**src/rtl/reg_file_8x16.sv**
```systemverilog
// reg_file_8x16: 2**ADDR_W x WIDTH register file with two combinational read
// ports, one clocked write port, a never-bypassed debug read port and an
// optional write-to-read bypass. Register 0 is hardwired to zero.
module reg_file_8x16 #(
  parameter int unsigned WIDTH  = 16,
  parameter int unsigned ADDR_W = 3,
  parameter int unsigned BYPASS = 1
) (
  input  logic              clock,
  input  logic              reset,
  input  logic [ADDR_W-1:0] rd_addr1,
  output logic [WIDTH-1:0]  rd_data1,
  input  logic [ADDR_W-1:0] rd_addr2,
  output logic [WIDTH-1:0]  rd_data2,
  input  logic              wr_en,
  input  logic [ADDR_W-1:0] wr_addr,
  input  logic [WIDTH-1:0]  wr_data,
  input  logic [ADDR_W-1:0] dbg_addr,
  output logic [WIDTH-1:0]  dbg_data
);

  localparam int unsigned Depth = 2 ** ADDR_W;

  logic [WIDTH-1:0] regs_q [Depth];
  logic             wr_live;

  // A write is live only outside reset and never for register 0.
  assign wr_live = wr_en && !reset && (wr_addr != '0);

  // Storage: async clear of every entry, then clocked writes.
  always_ff @(posedge clock or posedge reset) begin
    if (reset) begin
      for (int i = 0; i < Depth; i++) begin
        regs_q[i] <= '0;
      end
    end else if (wr_live) begin
      regs_q[wr_addr] <= wr_data;
    end
  end

  // Read port 1: zero in reset or for r0, bypass on address match, else stored value.
  always_comb begin
    rd_data1 = '0;
    if (reset || (rd_addr1 == '0)) begin
      rd_data1 = '0;
    end else if ((BYPASS != 0) && wr_live && (wr_addr == rd_addr1)) begin
      rd_data1 = wr_data;
    end else begin
      rd_data1 = regs_q[rd_addr1];
    end
  end

  // Read port 2: same resolution as port 1, evaluated independently.
  always_comb begin
    rd_data2 = '0;
    if (reset || (rd_addr2 == '0)) begin
      rd_data2 = '0;
    end else if ((BYPASS != 0) && wr_live && (wr_addr == rd_addr2)) begin
      rd_data2 = wr_data;
    end else begin
      rd_data2 = regs_q[rd_addr2];
    end
  end

  // Debug port: stored contents only, never bypassed.
  always_comb begin
    dbg_data = '0;
    if (!reset && (dbg_addr != '0)) begin
      dbg_data = regs_q[dbg_addr];
    end
  end

endmodule
```
**config.mk**
```make
export PLATFORM = sky130hd
export DESIGN_NAME = reg_file_8x16
export DESIGN_NICKNAME = d
export VERILOG_FILES = /design/src/rtl/reg_file_8x16.sv
export SDC_FILE = /design/constraint.sdc
export NUM_CORES = 1
export LEC_CHECK = 0
export BUFFER_PORTS_ARGS = -buffer_cell sky130_fd_sc_hd__clkbuf_2
export CAP_MARGIN = 30
export CORE_MARGIN = 2
export CORE_UTILIZATION = 45
export DETAILED_ROUTE_END_ITERATION = 16
export PLACE_DENSITY = 0.71
export SYNTH_ARGS = -nofsm -noshare
export SYNTH_HDL_FRONTEND = slang
export SYNTH_SLANG_ARGS = --single-unit
export TNS_END_PERCENT = 100
```
**constraint.sdc**
```tcl
create_clock -name clock -period 4.6 [get_ports clock]
set_input_delay 0.23 -clock clock [delete_from_list [all_inputs] [get_ports clock]]
set_output_delay 0.23 -clock clock [all_outputs]
set_load 0.02 [all_outputs]
```
# Word level (Yosys, flattened, before mapping)
# Index checks and enable logic that the tools add are counted.
# totals
reg_bits,128
inputBits,31
out_inout_bits,48
# classes
order_cmp,5
n_eq_ne,2
n_mux,17
n_bitwise,4
n_reduce_logical,13
# op_table
cell,count
2-to-1 mux 16 bit,12
binary-select mux 16 bit (select 3 bit),3
bitwise mux 128 bit,1
demux 16 bit (select 3 bit),1
">= comparator 4 bit, second input constant",4
NOT 3 -> 4 bit,4
equality test 3 bit,2
logical AND 1 bit,6
zero test 3 bit,2
nonzero test 3 bit,2
"less-than comparator 4 x 1 -> 1 bit, second input constant",1
logical OR 1 bit,2
zero test 1 bit,1

# Depth between registers and ports, before layout
# depth
depth_word,6
depth_mapped,7
mapped_depth_nobuf,4

# Worst setup path after synthesis
# OpenSTA, ideal clock, no wires.
# synth_path
kind,in2out
startpoint,in reset
endpoint,out dbg_data[10]
t_arrival_ps,4245
t_required_ps,4370
setup_slack_ps,125
cell_stages,4
n_path_buf,1
cell_sequence,inv_1 o31ai_1 buf_2 nor2_1
# synth_between
elab_chain_cells,3
# synth_rtl
item,line_no,rtl
start: declaration,10,"input logic reset,"
zero test 1 bit,68,if (!reset && (dbg_addr != '0)) begin
logical AND 1 bit,68,
2-to-1 mux 16 bit,68,
end: declaration,19,output logic [WIDTH-1:0] dbg_data
# No other way between the ends.

# Final worst setup path
# layout_path
startpoint,in rd_addr1[2]
endpoint,out rd_data1[15]
# layout_between
elab_chain_cells,6
# layout_rtl
item,line_no,rtl
start: declaration,11,"input logic [ADDR_W-1:0] rd_addr1,"
NOT 3 -> 4 bit (not written as such),49,rd_data1 = regs_q[rd_addr1];
binary-select mux 16 bit (select 3 bit),49,
2-to-1 mux 16 bit (not written as such) (2 in series),49,
2-to-1 mux 16 bit,46,end else if ((BYPASS != 0) && wr_live && (wr_addr == rd_addr1)) begin
2-to-1 mux 16 bit (*),44,if (reset || (rd_addr1 == '0)) begin
end: declaration,12,"output logic [WIDTH-1:0] rd_data1,"
# Every way passes the cells marked *; elsewhere a longest branch is shown, timed or not. The select of a mux whose other input is x is not followed.

==> metrics.cfg <==
[status]
status = complete, no violations

[routing]
totalWireLength_mm = 22.4
dr.pass1.iters = 5
wl_per_cell_um = 26.3
vias = 5561
drt_iter0_drc = 476
route.detailed.drc = 0
antenna_left = 0
drt-vias-per-instance = 6.55

[sta]
fmax_ghz = 0.328
worst_pin_slew_ns = 1.03
setup_ws_ns = 1.55
drv_slew = 0
final.period_utilization = 0.663
skew_ns = 0
fin_crit_ns = 3.05
hold_viol_final = 0
finalSetupTns_ns = 0
final-setup-viol-count = 0
relSlewSlack = 0.315
rsz0062_at_grt = false

[pwr]
power_mw = 3.93
p_leak_nw = 3.86
power.density_mw_per_mm2 = 427
ir_drop_uv = 239

[worst_setup_path]
rr_startpoint = regs_q[16]$_DFFE_PP0P_
r2r_slack_ns = 3.77
cp.required_ns = 4.37
r2r-end = regs_q[16]$_DFFE_PP0P_
arrival_ns = 2.82
path_class = in2out
rr_worst_depth = 1
end_kind = primary output
cp-start-kind = input port
cp_max_fo = 34

[synthesis]
seq_area_frac_synth = 0.395
postSynthCellCount = 561
postSynth.asyncResetShare = 1.00
yosys.area.top_type_share = 0.395
synth.distinct_cells = 25
syn_area_mm2 = 0.00810
synth-seq-cells = 128
synth_edf_count = 0
synth_fp_nets = 592
synth.area.top_cells = dfrtp_1 40%, mux4_2 27%, mux2_2 16%, mux2i_1 5.9%, o31ai_1 3.1%
yosysWarnings = 0
synth_top_area_cell = dfrtp_1
syn-mean-instance-area_um2 = 14.4
yosys_most_used_dff = dfrtp_1

[cts]
cts_tree = built
cts.path.max_buffers = 2
htree_levels = 4
clock_sinks = 128
cts_root_buf = clkbuf_16
post_cts_buffers = 0
cts_buffers = 17
ctsHoldBuffers = 0
cts_resized = 0
clock_latency_ns = 0.42
clkTransAtPathRegs_ns = 0.06

[cells_and_area]
reg_top3 = regs_q x128
utilization = 0.516
largest_reg_flops = 128
diodes = 0
fin_nets = 638
top_register = regs_q
syn_to_final_growth_pct = 13.6
nFillCells = 1464
layout-drive-gt1-share = 0.555

[floorplan]
fp.dieArea_mm2 = 0.0191
core.rowCount = 49
core_area_mm2 = 0.0178
start_util = 0.454
die_y_um = 138
die_w_um = 138
num_io_pins = 79

[global_route]
grt_pass1_vias = 5922
grtUsageMet3 = 0.0526
busiest_layer = met2
grt_max_degree = 73
grt_usage = 0.243
use_met2 = 0.415
antenna_found_initial = 0
grt_overflow_total = 0
grt_pass1_wl_mm = 35.3
grt_use_met1 = 0.302

[placement]
port_buffers = 78
preCtsSetupSlack_ns = 1.63
dp_hpwl_mm = 14.6
gp_congestion = 0.885

[min_path]
min_path_type = in2async

[job]
cap_violations = 0

[cell usage after synthesis, drive strengths merged (2+ instances only)]
cell type / number
clkbuf: 31
nor2b: 2
dfrtp: 128
mux2i: 48
buf: 38
o31ai: 34
nor2: 19
nand3b: 2
mux2: 112
a21oi: 32
nor3: 2
nand2: 2
or2: 2
nor3b: 2
mux4: 96
nand3: 2
xnor2: 6
[placed cells by master (no fill, tap or decap), types with 3 or more instances in the layout]
| cell type | synthesis | layout |
|---|---|---|
| clkbuf_2 | 0 | 78 |
| clkbuf_16 | 0 | 17 |
| dfrtp_1 | 128 | 128 |
| xnor2_1 | 6 | 6 |
| clkinv_4 | 0 | 3 |
| a21oi_1 | 32 | 32 |
| mux2i_1 | 48 | 48 |
| inv_6 | 0 | 4 |
| mux4_2 | 96 | 96 |
| o31ai_1 | 33 | 32 |
| clkinvlp_4 | 0 | 5 |
| mux2_2 | 112 | 112 |
| buf_4 | 7 | 15 |
| nor2_1 | 19 | 19 |
[report_power, final]
| part | internal (mW) | total, mW | switching [mW] |
|---|---|---|---|
| sequential | 1.36 | 1.59 | 0.237 |
| combinational | 0.602 | 1.05 | 0.452 |
| clock | 0.749 | 1.28 | 0.530 |
[cells by family after synthesis]
group / count (synthesis) / share of synthesized area
mux: 256 / 0.482
flops: 128 / 0.395
buf+inv: 70 / 0.0420
compound gates: 66 / 0.0519
simple gates: 35 / 0.0227
xor+xnor: 6 / 0.00648
[metal layers]
| metal | vias to the layer above | share of wire |
|---|---|---|
| met5 | - | 0 |
| met4 | 0 | 0.034 |
| met3 | 57 | 0.060 |
| met2 | 240 | 0.52 |
| met1 | 2948 | 0.39 |
| li1 | 2316 | - |
[worst max-delay path, cell delays in order]
cell and delay, ns:
clkbuf_2 0.56, xnor2_1 0.42, nand3_2 0.40, or2_2 0.66, a21oi_1 0.31, clkbuf_2 0.22
[per-stage QoR]
step                hold slack (ns)  area [µm²]  instances
floorplan                     0.380        8100        561
global placement              0.397        8580        814
detailed placement            0.404        8620        816
CTS                          0.0456        9190        848
global route                 0.0911        9200        849
finish                       0.0370        9200        849
[layout make-up]
type / instances / area, µm² / share of cell area
inverter: 1 / 6.26 / 0.000680
clock inverter: 14 / 134 / 0.0145
clock buffer: 18 / 429 / 0.0466
tap: 229 / 287 / 0.0311
multi-input combinational: 363 / 4580 / 0.498
sequential: 128 / 3200 / 0.348
timing repair buffer: 96 / 561 / 0.0609
[worst max path at each step]
stage | start | endpoint | cells after the start
after floorplan | reset | dbg_data[10] | 4
after detailed placement | rd_addr1[2] | rd_data1[15] | 6
final | rd_addr1[2] | rd_data1[15] | 6
after CTS | rd_addr1[2] | rd_data1[15] | 6
after global routing | rd_addr1[2] | rd_data1[15] | 6
after global placement | rd_addr1[2] | rd_data1[15] | 6
Power figures use the tool's default switching activity.
